--- config.mk ---
export PLATFORM = sky130hd
export DESIGN_NAME = multicycle_control
export DESIGN_NICKNAME = d
export VERILOG_FILES = /design/src/rtl/mips_lite_pkg.sv /design/src/rtl/ack_timer.sv /design/src/rtl/multicycle_control.sv
export SDC_FILE = /design/constraint.sdc
export NUM_CORES = 1
export LEC_CHECK = 0
export BUFFER_PORTS_ARGS = -buffer_cell sky130_fd_sc_hd__buf_2
export CORE_UTILIZATION = 51
export CTS_CLUSTER_SIZE = 20
export DETAILED_ROUTE_END_ITERATION = 12
export PLACE_DENSITY = 0.8
export SLEW_MARGIN = 0
export SYNTH_ARGS = -nofsm -noshare
export SYNTH_HDL_FRONTEND = slang
export SYNTH_HIERARCHICAL = 1
export SYNTH_SLANG_ARGS = --single-unit
--- constraint.sdc ---
create_clock -name clk -period 2.1 [get_ports clk]
set_clock_uncertainty 0.15 [all_clocks]
set_input_delay 0 -clock clk [delete_from_list [all_inputs] [get_ports clk]]
set_output_delay 0 -clock clk [all_outputs]
set_load 0.02 [all_outputs]
--- src/rtl/mips_lite_pkg.sv ---
// rtl/mips_lite_pkg.sv - shared encodings for the MIPS-lite multi-cycle controller
// Contents: opcode/funct constants, FSM state codes, datapath select codes,
// ALU op helper for R/I-type execution.
package mips_lite_pkg;

  localparam int TIMER_W = 8;

  localparam logic [5:0] OP_RTYPE  = 6'b000000;
  localparam logic [5:0] OP_REGIMM = 6'b000001;
  localparam logic [5:0] OP_J      = 6'b000010;
  localparam logic [5:0] OP_JAL    = 6'b000011;
  localparam logic [5:0] OP_BEQ    = 6'b000100;
  localparam logic [5:0] OP_BNE    = 6'b000101;
  localparam logic [5:0] OP_BGTZ   = 6'b000111;
  localparam logic [5:0] OP_ADDI   = 6'b001000;
  localparam logic [5:0] OP_ANDI   = 6'b001100;
  localparam logic [5:0] OP_ORI    = 6'b001101;
  localparam logic [5:0] OP_LW     = 6'b100011;
  localparam logic [5:0] OP_SW     = 6'b101011;
  localparam logic [5:0] FN_JR     = 6'b001000;

  localparam logic [4:0] RT_BLTZ = 5'b00000;
  localparam logic [4:0] RT_BGEZ = 5'b00001;

  localparam logic [3:0] S_FETCH  = 4'd0;
  localparam logic [3:0] S_DECODE = 4'd1;
  localparam logic [3:0] S_EXEC_R = 4'd2;
  localparam logic [3:0] S_EXEC_I = 4'd3;
  localparam logic [3:0] S_ADDR   = 4'd4;
  localparam logic [3:0] S_MEM_RD = 4'd5;
  localparam logic [3:0] S_MEM_WR = 4'd6;
  localparam logic [3:0] S_WB_ALU = 4'd7;
  localparam logic [3:0] S_WB_MEM = 4'd8;
  localparam logic [3:0] S_BRANCH = 4'd9;
  localparam logic [3:0] S_JUMP   = 4'd10;
  localparam logic [3:0] S_HALT   = 4'd15;

  localparam logic [2:0] ALU_ADD   = 3'b000;
  localparam logic [2:0] ALU_SUB   = 3'b001;
  localparam logic [2:0] ALU_AND   = 3'b010;
  localparam logic [2:0] ALU_OR    = 3'b011;
  localparam logic [2:0] ALU_SLT   = 3'b100;
  localparam logic [2:0] ALU_FUNCT = 3'b111;

  localparam logic [1:0] PC_INC    = 2'b00;
  localparam logic [1:0] PC_BRANCH = 2'b01;
  localparam logic [1:0] PC_JUMP   = 2'b10;
  localparam logic [1:0] PC_REG    = 2'b11;

  localparam logic [1:0] WREG_RT = 2'b00;
  localparam logic [1:0] WREG_RD = 2'b01;
  localparam logic [1:0] WREG_RA = 2'b10;

  localparam logic [1:0] WDATA_ALU = 2'b00;
  localparam logic [1:0] WDATA_MDR = 2'b01;
  localparam logic [1:0] WDATA_PC4 = 2'b10;

  // ALU op for the execute/writeback pair; R-type defers to the funct field.
  function automatic logic [2:0] exec_alu_op(input logic [5:0] op);
    case (op)
      OP_RTYPE: exec_alu_op = ALU_FUNCT;
      OP_ANDI:  exec_alu_op = ALU_AND;
      OP_ORI:   exec_alu_op = ALU_OR;
      default:  exec_alu_op = ALU_ADD;
    endcase
  endfunction

endpackage

--- src/rtl/ack_timer.sv ---
// rtl/ack_timer.sv - memory ack watchdog with sticky error flag
// Ports: clk, rst_n (async active-low); req/ack of the shared memory port;
// expire: the current unacked cycle is the last one allowed; mem_err: sticky.
module ack_timer
  import mips_lite_pkg::*;
#(
  parameter int ACK_TIMEOUT = 16
) (
  input  logic clk,
  input  logic rst_n,
  input  logic req,
  input  logic ack,
  output logic expire,
  output logic mem_err
);

  localparam logic [TIMER_W-1:0] LIMIT = TIMER_W'(ACK_TIMEOUT - 1);

  logic [TIMER_W-1:0] cnt;

  // The counter is non-zero only while a request is outstanding, so expire
  // needs no req term; the FSM only looks at it in memory states.
  assign expire = !ack && (cnt == LIMIT);

  always_ff @(posedge clk or negedge rst_n) begin
    if (!rst_n) begin
      cnt     <= '0;
      mem_err <= 1'b0;
    end else if (req && !ack) begin
      if (expire) begin
        cnt     <= '0;
        mem_err <= 1'b1;
      end else begin
        cnt <= cnt + TIMER_W'(1);
      end
    end else begin
      cnt <= '0;
    end
  end

endmodule

--- src/rtl/multicycle_control.sv ---
// rtl/multicycle_control.sv - multi-cycle sequencer for the MIPS-lite datapath
// Inputs: clk, rst_n, opcode/funct/rt from IR, flagz, a_msb, a_zero, mem_ack.
// Outputs: memory port (mem_req/mem_we/mem_isel), IR/MDR/PC strobes, pc_sel,
// ALU selects, register writeback selects, instr_done, illegal, mem_err.
module multicycle_control
  import mips_lite_pkg::*;
#(
  parameter int ACK_TIMEOUT = 16,
  parameter int ADDR_W      = 5
) (
  input  logic       clk,
  input  logic       rst_n,
  input  logic [5:0] opcode,
  input  logic [5:0] funct,
  input  logic [4:0] rt,
  input  logic       flagz,
  input  logic       a_msb,
  input  logic       a_zero,
  input  logic       mem_ack,
  output logic       mem_req,
  output logic       mem_we,
  output logic       mem_isel,
  output logic       ir_write,
  output logic       mdr_write,
  output logic       pc_write,
  output logic [1:0] pc_sel,
  output logic       alu_srcb,
  output logic [2:0] alu_op,
  output logic       reg_write,
  output logic [1:0] wreg_sel,
  output logic [1:0] wdata_sel,
  output logic       instr_done,
  output logic       illegal,
  output logic       mem_err
);

  if (ADDR_W < 1 || ACK_TIMEOUT < 2 || ACK_TIMEOUT > 255) begin : g_param_check
    $error("multicycle_control: parameter out of range");
  end

  logic [3:0] state;
  logic [3:0] next_state;
  logic       expire;

  ack_timer #(.ACK_TIMEOUT(ACK_TIMEOUT)) u_ack_timer (
    .clk     (clk),
    .rst_n   (rst_n),
    .req     (mem_req),
    .ack     (mem_ack),
    .expire  (expire),
    .mem_err (mem_err)
  );

  always_ff @(posedge clk or negedge rst_n) begin
    if (!rst_n) state <= S_FETCH;
    else        state <= next_state;
  end

  always_comb begin
    next_state = state;
    mem_req    = 1'b0;
    mem_we     = 1'b0;
    mem_isel   = 1'b0;
    ir_write   = 1'b0;
    mdr_write  = 1'b0;
    pc_write   = 1'b0;
    pc_sel     = PC_INC;
    alu_srcb   = 1'b0;
    alu_op     = ALU_ADD;
    reg_write  = 1'b0;
    wreg_sel   = WREG_RT;
    wdata_sel  = WDATA_ALU;
    instr_done = 1'b0;
    illegal    = 1'b0;

    case (state)
      S_FETCH: begin
        mem_req  = 1'b1;
        mem_isel = 1'b1;
        if (mem_ack) begin
          ir_write   = 1'b1;
          pc_write   = 1'b1;
          next_state = S_DECODE;
        end else if (expire) begin
          next_state = S_HALT;
        end
      end
      S_DECODE: begin
        case (opcode)
          OP_RTYPE:                            next_state = (funct == FN_JR) ? S_JUMP : S_EXEC_R;
          OP_LW, OP_SW:                        next_state = S_ADDR;
          OP_BEQ, OP_BNE, OP_BGTZ, OP_REGIMM:  next_state = S_BRANCH;
          OP_J, OP_JAL:                        next_state = S_JUMP;
          OP_ADDI, OP_ANDI, OP_ORI:            next_state = S_EXEC_I;
          default: begin
            illegal    = 1'b1;
            instr_done = 1'b1;
            next_state = S_FETCH;
          end
        endcase
      end
      S_EXEC_R: begin
        alu_op     = exec_alu_op(opcode);
        wreg_sel   = WREG_RD;
        next_state = S_WB_ALU;
      end
      S_EXEC_I: begin
        alu_srcb   = 1'b1;
        alu_op     = exec_alu_op(opcode);
        next_state = S_WB_ALU;
      end
      S_WB_ALU: begin
        // Selects stay as in execute so the ALU result remains valid.
        alu_srcb   = (opcode != OP_RTYPE);
        alu_op     = exec_alu_op(opcode);
        wreg_sel   = (opcode == OP_RTYPE) ? WREG_RD : WREG_RT;
        reg_write  = 1'b1;
        instr_done = 1'b1;
        next_state = S_FETCH;
      end
      S_ADDR: begin
        alu_srcb   = 1'b1;
        next_state = (opcode == OP_SW) ? S_MEM_WR : S_MEM_RD;
      end
      S_MEM_RD: begin
        mem_req  = 1'b1;
        alu_srcb = 1'b1;
        if (mem_ack) begin
          mdr_write  = 1'b1;
          next_state = S_WB_MEM;
        end else if (expire) begin
          next_state = S_HALT;
        end
      end
      S_MEM_WR: begin
        mem_req  = 1'b1;
        mem_we   = 1'b1;
        alu_srcb = 1'b1;
        if (mem_ack) begin
          instr_done = 1'b1;
          next_state = S_FETCH;
        end else if (expire) begin
          next_state = S_HALT;
        end
      end
      S_WB_MEM: begin
        reg_write  = 1'b1;
        wdata_sel  = WDATA_MDR;
        instr_done = 1'b1;
        next_state = S_FETCH;
      end
      S_BRANCH: begin
        alu_op     = ALU_SUB;
        pc_sel     = PC_BRANCH;
        instr_done = 1'b1;
        next_state = S_FETCH;
        case (opcode)
          OP_BEQ:    pc_write = flagz;
          OP_BNE:    pc_write = ~flagz;
          OP_BGTZ:   pc_write = ~a_msb & ~a_zero;
          OP_REGIMM: pc_write = (rt == RT_BGEZ) ? ~a_msb : ((rt == RT_BLTZ) ? a_msb : 1'b0);
          default:   pc_write = 1'b0;
        endcase
      end
      S_JUMP: begin
        pc_write   = 1'b1;
        instr_done = 1'b1;
        next_state = S_FETCH;
        case (opcode)
          OP_RTYPE: pc_sel = PC_REG;
          OP_JAL: begin
            pc_sel    = PC_JUMP;
            reg_write = 1'b1;
            wreg_sel  = WREG_RA;
            wdata_sel = WDATA_PC4;
          end
          default:  pc_sel = PC_JUMP;
        endcase
      end
      S_HALT:  next_state = S_HALT;
      default: next_state = S_FETCH;
    endcase

    // State already reads FETCH during reset; keep every strobe quiet too.
    if (!rst_n) begin
      mem_req    = 1'b0;
      mem_we     = 1'b0;
      mem_isel   = 1'b0;
      ir_write   = 1'b0;
      mdr_write  = 1'b0;
      pc_write   = 1'b0;
      pc_sel     = PC_INC;
      alu_srcb   = 1'b0;
      alu_op     = ALU_ADD;
      reg_write  = 1'b0;
      wreg_sel   = WREG_RT;
      wdata_sel  = WDATA_ALU;
      instr_done = 1'b0;
      illegal    = 1'b0;
    end
  end

endmodule

==> results.toml, run 1 <==
[grt]
grt_pass1_vias = 1293
antenna_found_initial = 0
grt_pass1_wl_um = 5530
grt_use_total = 0.265
grt_max_degree = 23
grt_overflow_total = 0

[clocking]
htreeDepth = 1
tritoncts = "yes"
clock-sinks = 13
cts-root-buf = "clkbuf_4"
clock_latency_ns = 0.28
numCtsBuffers = 3
clk_pin_slew_ns = 0.08
max-clock-path-buffers = 2

[worst_setup_path]
max_stage_delay_ns = 0.39
worstReg2RegStart = "u_ack_timer/cnt[0]$_DFF_PN0_"
arrival_ns = 1.88
cp_cell_sequence = "buf_4, nor4b_4, o211ai_1, a211oi_2, nand2b_1, buf_2"
cp_max_fo = 22
worstPathRequired_ns = 1.95
startpoint_type = "flip-flop"
r2r_end = "state[0]$_DFF_PN0_"
criticalPathCategory = "flip-flop to output pin"
end_kind = "output pin"
rrSetupSlack_ns = 0.11
r2r_cells = 8
slowest_stage = "dfrtp_1"

[synth]
synth_seq_cells = 13
synth_fp_nets = 201
synthCells = 177
synth_edf_count = 0
async_flop_share = 1.00
syn_area_per_cell_sq_um = 7.58
ys_types = 55
ys.flop_type = "dfrtp_1"
syn_area_sq_um = 1340
synth-seq-area-share = 0.242
yosys_warnings = 6

[placement]
post-dp-hpwl_um = 2780
place_area_sq_um = 1600
portBuffers = 42
routabilityCongestion = 0.866

[die]
die_h_um = 53.3
die-area_sq_um = 2840
io_pins = 43
die_x_um = 53.3
core_area_sq_um = 2480
start_util = 0.542
rows = 18

[timing]
fmax_ghz = 0.494
rsz0062_at_grt = "yes"
slew_violations = 0
period_share = 0.964
fin_setup_tns_ns = 0
slew-limit-headroom = 0.662
setup_viol = 0
worst_pin_slew_ns = 0.502
period_minus_slack_ns = 2.03
finalHoldViolations = 0

[power_and_ir_drop]
ir_drop_v = 0.000798
pwr-share-comb = 0.628
seq_power_share = 0.266
p_sw_frac = 0.496
p_leak_nw = 0.738
p_switching_mw = 0.732
power_frac_clock = 0.107
power.internal_mw = 0.742
power_density_nw_per_um2 = 879

[final_layout]
seq_area_sq_um = 329
n_fill_cell = 219
n_antenna_cell = 0
nets = 245
drive_gt1_frac = 0.327
multi_input_area_sq_um = 960
final_area_sq_um = 1680
syn_to_final_growth_pct = 24.9

[hold_path]
worst_hold_path.endpoint = "state[1]$_DFF_PN0_"
min_path_cells = 3
hold_class = "input pin to flip-flop"
min_from = "mem_ack"

[detailed_routing]
wl_um = 3670
avgViaCountPerCell = 6.19
first_pass_iters = 4
vias = 1548
ant_nets = 0
drc = 0
post_drt_wl_per_cell_um = 14.7
drtIter0Drc = 44

[outcome]
outcome = "finished clean"

[job]
cap_violations = 0
power by group through the flow:
stage               logic [mW]  registers [mW]  clock network (mW)
finish                   0.925           0.391               0.157
global route              1.00           0.400               0.174
CTS                      0.877           0.376               0.160
detailed placement       0.870           0.381                   0
global placement         0.854           0.376                   0
floorplan                0.689           0.328                   0
cells in the final DEF (no fill, tap or decap), types with 2 or more instances in the layout:
master          n
or3_1           4
nand3b_1        4
o21ai_1         4
o21bai_1        2
nand3_1        10
nand2_1        15
nand2b_1        7
dfrtp_2         3
buf_4           9
dfrtp_1        10
a211oi_1        3
and3_1          3
o211ai_1        3
a31oi_1         2
clkbuf_4        3
nor2_1         12
dlygate4sd3_1   2
buf_2          42
inv_1           5
o32ai_1         2
and3b_1         4
nor3_1          6
a21oi_1        11
xor2_1          2
nor2b_1         4
xnor2_1         3
o41ai_1         2
nor4_1          5
o21ai_0         6
worst max-delay path by stage:
| stage | from | to | slack [ns] | cells after the start |
|---|---|---|---|---|
| floorplan | state[3]$_DFF_PN0_ | instr_done | 0.07 | 5 |
| global placement | u_ack_timer/cnt[0]$_DFF_PN0_ | state[0]$_DFF_PN0_ | 0.16 | 8 |
| detailed placement | u_ack_timer/cnt[0]$_DFF_PN0_ | state[0]$_DFF_PN0_ | 0.07 | 8 |
| CTS | state[1]$_DFF_PN0_ | pc_write | 0.02 | 5 |
| global route | state[1]$_DFF_PN0_ | instr_done | -0.04 | 6 |
| finish | state[1]$_DFF_PN0_ | instr_done | 0.07 | 6 |
timing repair:
item	in CTS	in global routing
pin swaps	1	1
hold buffers	2	0
setup endpoints to repair	1	10
hold endpoints to repair	13	0
setup buffers	0	0
gates resized for setup	0	9
sequential cells by signal, summed over array words and instances, names as in the netlist:
signal and count:
u_ack_timer/cnt 8, u_ack_timer/mem_err 1, state 4
layer usage:
metal / vias to the layer above / GRT usage / wire [um]
li1: 748 / - / -
met1: 725 / 0.354 / 1640
met2: 69 / 0.425 / 1750
met3: 6 / 0.0431 / 233
met4: 0 / 0.0921 / 48
met5: - / 0 / 0
stage by stage:
step	power, mW	utilization	hold WS [ns]	cells	setup WS, ns
floorplan	1.02	-	-0.446	177	0.0674
global placement	1.23	0.644	-0.291	244	0.158
detailed placement	1.25	0.644	-0.296	244	0.0687
CTS	1.41	0.663	0.0128	250	0.0157
global route	1.57	0.677	0.0524	250	-0.0398
finish	1.47	0.677	0.0277	250	0.0747
final cells by class:
class,instances,share of cell area
multi-input cells,143,0.572
repair buffers,53,0.178
well taps,30,0.0224
inverters,7,0.0157
flip-flops and latches,13,0.196
clock buffers,4,0.0157
synth_stat cells (5+ instances only):
master,count,area share
nand2_1,15,0.042
dfrtp_1,13,0.24
nor2_1,13,0.036
a21oi_1,11,0.041
nand3_1,10,0.037
buf_2,8,0.030
nand2b_1,7,0.033
o21ai_0,7,0.026
nor3_1,6,0.022
inv_1,5,0.014
nor2b_1,5,0.023
nor4_1,5,0.023
cells by family (layout without fill, tap and decap cells):
kind of cell,count (synthesis),after routing,share of synthesized area
compound gates,50,50,0.263
simple gates,86,86,0.378
xor+xnor,5,5,0.0326
mux,1,1,0.00746
fa+ha+maj,1,1,0.00932
buf+inv,21,64,0.0671
flops,13,13,0.242
critical path: cells and delay by family, from the launching register on:
family                 cells  cell delay, ns
and+or+nand+nor            2            0.45
DFF                        1            0.39
AOI/OAI and AO/OA          2            0.39
buffers and inverters      2            0.37
Power figures use the tool's default switching activity.
==> run 2: changes to the inputs <==
- CORE_UTILIZATION: 51 -> 53
- CTS_BUF_LIST: not set -> sky130_fd_sc_hd__clkbuf_4
- PLACE_DENSITY: 0.8 -> 0.83
==> run 2 against run 1 <==
- final area about the same
- via count down 0.32%
- clock power up 8%
- non-clock buffer count up 2
- register-to-register slack worse by 0.08 ns
- clock-buffer cell count unchanged
- first-iteration DRC count up 18%
- final cell count unchanged
- total power up 2.5%
- combinational power up 5.6%
- flip-flop and latch count unchanged
- critical endpoint is now state[0]$_DFF_PN0_
==> results.toml, run 2 (same netlist as run 1, synthesis figures left out) <==
[outcome]
outcome = "finished clean"

[power_and_ir_drop]
power_frac_clock = 0.112
p_sw_frac = 0.482
ir_drop_v = 0.000658
pwr-share-comb = 0.647
seq_power_share = 0.241
power.internal_mw = 0.782
power_density_nw_per_um2 = 902
p_switching_mw = 0.728
p_leak_nw = 0.749

[grt]
grt_overflow_total = 0
grt_use_total = 0.290
grt_pass1_vias = 1333
antenna_found_initial = 0
grt_pass1_wl_um = 5820
grt_max_degree = 18

[die]
die_h_um = 52.3
core_area_sq_um = 2300
die_x_um = 52.3
start_util = 0.584
die-area_sq_um = 2740
rows = 17
io_pins = 43

[hold_path]
hold_class = "input pin to flip-flop"
min_path_cells = 3

[final_layout]
n_antenna_cell = 0
drive_gt1_frac = 0.329
syn_to_final_growth_pct = 24.8
nets = 247
final_common_cell = "buf_2"
largest_reg_flops = 8
largest_register = "u_ack_timer/cnt"
layout_common_cells = "41 x buf_2, 15 x nand2_1, 12 x nor2_1, 12 x buf_4"
n_fill_cell = 193
reg.largest.list = "u_ack_timer/cnt (8), state (4), u_ack_timer/mem_err (1)"

[placement]
post-dp-hpwl_um = 2880
routabilityCongestion = 0.954
dp_slack_ns = 0.0921
portBuffers = 42

[timing]
worst_pin_slew_ns = 0.527
setup_viol = 0
finalHoldViolations = 0
period_share = 0.983
slew_violations = 0
fmax_ghz = 0.484
fin_setup_tns_ns = 0
slew-limit-headroom = 0.644
rsz0062_at_grt = "yes"
period_minus_slack_ns = 2.07
worst_slack_ns = 0.0350

[clocking]
numCtsBuffers = 3
clock-sinks = 13
clk_pin_slew_ns = 0.08
max-clock-path-buffers = 2
clock_latency_ns = 0.28
cts-root-buf = "clkbuf_4"
htreeDepth = 1
tritoncts = "yes"

[detailed_routing]
first_pass_iters = 5
vias = 1543
post_drt_wl_per_cell_um = 14.8
ant_nets = 0
avgViaCountPerCell = 6.17
wl_um = 3690
drtIter0Drc = 52
drc = 0

[worst_setup_path]
worstPathRequired_ns = 2.12
end_kind = "flip-flop"
criticalPathCategory = "flip-flop to flip-flop"
r2r_cells = 8
arrival_ns = 2.08
cp_max_fo = 5
startpoint_type = "flip-flop"

[job]
cap_violations = 0
## run 2: metrics by stage
stage          cells  instance area [sq um]   util  total power [mW]  hold WS, ns
6_report         250                   1680  0.729              1.51       0.0549
5_1_grt          250                   1680  0.729              1.62       0.0629
4_1_cts          249                   1650  0.718              1.46       0.0336
3_5_place_dp     244                   1610  0.700              1.29      -0.0766
3_3_place_gp     244                   1610  0.700              1.26      -0.0842
2_1_floorplan    177                   1350      -              1.02       -0.446
## run 2: layer usage
layer  part of all wire  GRT usage  vias to the layer above  wire [um]
met5                  0          0                        -          0
met1               0.44      0.374                      720       1630
met4             0.0097     0.0789                        0         36
met3              0.070     0.0551                        4        260
met2               0.48      0.489                       67       1770
li1                   -          -                      752          -
## run 2: what timing repair did
item / CTS / global route
hold buffers: 1 / 0
hold endpoints to repair: 13 / 0
resized for setup: 0 / 6
buffers inserted: 0 / 1
endpoints found under the setup margin: 0 / 7
## run 2: cell type report
cell class	instances	area (sq um)	area share
flip-flops and latches	13	328	0.196
multi-input cells	143	940	0.561
inverters	7	26.3	0.0157
clock buffers	4	30.0	0.0179
well taps	28	35.0	0.0209
repair buffers	55	317	0.189
## run 2: path summary, 6_finish.rpt
check                                                   to                            start  slack (ns)
min in group asynchronous     u_ack_timer/cnt[2]$_DFF_PN0_                            rst_n        0.16
max in group asynchronous               state[2]$_DFF_PN0_                            rst_n        1.45
hold / removal                          state[0]$_DFF_PN0_                        opcode[5]        0.05
hold reg to reg            u_ack_timer/mem_err$_DFFE_PN0P_  u_ack_timer/mem_err$_DFFE_PN0P_        0.39
setup / recovery                        state[0]$_DFF_PN0_     u_ack_timer/cnt[1]$_DFF_PN0_        0.03
setup reg to reg                        state[0]$_DFF_PN0_     u_ack_timer/cnt[1]$_DFF_PN0_        0.03
## run 2: power groups by stage
stage | Clock (mW) | Combinational [mW] | Sequential (mW)
2_1_floorplan | 0 | 0.689 | 0.328
3_3_place_gp | 0 | 0.908 | 0.356
3_5_place_dp | 0 | 0.928 | 0.362
4_1_cts | 0.174 | 0.932 | 0.357
5_1_grt | 0.186 | 1.06 | 0.365
6_report | 0.170 | 0.977 | 0.364
## run 2: worst max-delay path, cell delays in order, from the launching register on
cell and delay [ns]:
dfrtp_1 0.43, ha_1 0.23, and3_2 0.20, nand2_1 0.12
nor2_2 0.08, and3b_1 0.18, o21ai_0 0.15, a211oi_1 0.10
a311o_1 0.32
==> run 3: changes to the inputs <==
- GPL_TIMING_DRIVEN: not set -> 1
- PLACE_DENSITY: 0.83 -> 0.82
- SYNTH_HIERARCHICAL: 1 -> not set
==> run 3 against run 2 <==
- the flow now finishes with violations (hold timing)
- synthesized cell count is 3.4% lower
- critical path type is now flip-flop to output pin
- worst setup slack better by 0.072 ns
- first-iteration DRC count is 1.9% higher
- via count is 5.8% lower
- core utilization is 5.1 points lower
- die area is 1.7% higher
- hold slack worse by 0.060 ns
- wire length is 10% lower
- area after synthesis is 1.8% higher
==> results.toml, run 3 <==
[timing]
fin_setup_tns_ns = 0
setup_viol = 0
hold_ws_ns = -0.00548
slew-limit-headroom = 0.575
period_share = 0.949
worst_pin_slew_ns = 0.622
period_minus_slack_ns = 1.99
rsz0062_at_grt = "no"
slew_violations = 0
finalHoldViolations = 1
worst_slack_ns = 0.107
fmax_ghz = 0.502

[synth]
async_flop_share = 1.00
synth_common_cells = "17 x nor2_1, 14 x nand2_1, 13 x dfrtp_1, 8 x a21oi_1"
ys_types = 58
syn_area_sq_um = 1370
ys.flop_type = "dfrtp_1"
syn_area_per_cell_sq_um = 7.99
synthCells = 171
synth_top_area_cell = "dfrtp_1"
synth-seq-area-share = 0.238
synth_top_area_share = 0.238
ys_top_cells_by_area = "dfrtp_1 24%, nor2_1 4.7%, xor2_1 4.5%, nand2_1 3.8%, a21oi_1 2.9%"
synth.most_common_cell = "nor2_1"
synth_fp_nets = 195
yosys_warnings = 0
synth_seq_cells = 13
synth_edf_count = 0

[placement]
place_area_sq_um = 1600
portBuffers = 42
post-dp-hpwl_um = 2480
routabilityCongestion = 0.844
dp_slack_ns = 0.226

[clocking]
cts-root-buf = "clkbuf_4"
clock-sinks = 13
htreeDepth = 1
tritoncts = "yes"
clk_pin_slew_ns = 0.08
clock_latency_ns = 0.27
max-clock-path-buffers = 2
numCtsBuffers = 3

[grt]
grt_max_degree = 24
grt_pass1_wl_um = 5060
grt_use_total = 0.244
grt_overflow_total = 0
grt_pass1_vias = 1189
antenna_found_initial = 0

[detailed_routing]
post_drt_wl_per_cell_um = 13.6
drtIter0Drc = 53
drc = 0
ant_nets = 0
first_pass_iters = 4
avgViaCountPerCell = 5.95
wl_um = 3320
vias = 1453

[worst_setup_path]
cp_max_fo = 16
worstPathRequired_ns = 1.95
startpoint_type = "flip-flop"
arrival_ns = 1.84
end_kind = "output pin"
criticalPathCategory = "flip-flop to output pin"

[outcome]
violations = "hold timing"
outcome = "complete, but fails checks"

[power_and_ir_drop]
p_leak_nw = 0.775
ir_drop_v = 0.000860
power_density_nw_per_um2 = 882
power_mw = 1.47

[die]
die-area_sq_um = 2790
io_pins = 43
rows = 18
die_x_um = 52.8
start_util = 0.557
core_area_sq_um = 2450
die_h_um = 52.8

[final_layout]
reg.largest.list = "u_ack_timer.cnt (8), state (4), u_ack_timer.mem_err (1)"
syn_to_final_growth_pct = 21.9
drive_gt1_frac = 0.336
final_common_cell = "buf_2"
layout_common_cells = "42 x buf_2, 17 x nor2_1, 14 x nand2_1"
largest_register = "u_ack_timer.cnt"
final_area_sq_um = 1670
largest_reg_flops = 8
n_antenna_cell = 0
nets = 239

[hold_path]
hold_class = "input pin to flip-flop"

[job]
cap_violations = 0
run 3: changes by cell type after synthesis, moves of 4 or more:
cell	before	now
o21ai_0	7	0
nand3_1	10	5
xor2_1	2	7
nor2_1	13	17
run 3: kinds of logic after synthesis:
family,synth area share
mux,0.00733
fa+ha+maj,0.00916
compound gates,0.228
simple gates,0.381
xor+xnor,0.0641
flops,0.238
buf+inv,0.0723
run 3: per-stage QoR:
stage / std cells / util
floorplan: 171 / -
global placement: 237 / 0.651
detailed placement: 237 / 0.651
CTS: 243 / 0.671
global route: 244 / 0.678
finish: 244 / 0.678
run 3: what timing repair did:
action                                 4_1_cts  5_1_grt
hold buffers                                 2        0
endpoints found under the hold margin       14        0
setup endpoints to repair                    2        3
buffers inserted                             0        1
resized for setup                            1        5
run 3: final timing paths:
kind	end	slack (ns)	cells past startpoint	startpoint
setup / recovery	alu_op[0]	0.11	5	state[2]$_DFF_PN0_
hold / removal	state[1]$_DFF_PN0_	-0.005	4	opcode[4]
setup reg to reg	state[0]$_DFF_PN0_	0.23	5	u_ack_timer.cnt[0]$_DFF_PN0_
hold reg to reg	u_ack_timer.mem_err$_DFFE_PN0P_	0.32	1	u_ack_timer.mem_err$_DFFE_PN0P_
max in group asynchronous	state[0]$_DFF_PN0_	1.45	3	rst_n
min in group asynchronous	u_ack_timer.mem_err$_DFFE_PN0P_	0.12	3	rst_n
run 3: area by class of cell:
class | count | area (sq um)
clock buffer | 3 | 22.5
multi-input combinational | 139 | 950
fill | 225 | 790
inverter | 4 | 15.0
sequential | 13 | 330
clock inverter | 1 | 5.00
timing repair buffer | 54 | 305
tap | 30 | 37.5
run 3: per-layer routing:
| layer | vias up | track usage | routed length [um] |
|---|---|---|---|
| li1 | 718 | - | - |
| met1 | 681 | 0.322 | 1480 |
| met2 | 52 | 0.428 | 1640 |
| met3 | 2 | 0.0261 | 194 |
| met4 | 0 | 0.0395 | 13 |
| met5 | - | 0 | 0 |
run 3: where the power goes:
part	leakage (nW)	internal [mW]	switching (mW)	total, mW
clock	0.0177	0.0705	0.0838	0.154
sequential	0.171	0.296	0.0908	0.387
combinational	0.586	0.406	0.521	0.927
run 3: worst max-delay path, cell delays in order (launching register included):
cell and delay [ns]:
dfrtp_2 0.52, nand2b_1 0.17, nand3_1 0.13, or4_1 0.44
o21ai_1 0.14, buf_2 0.17
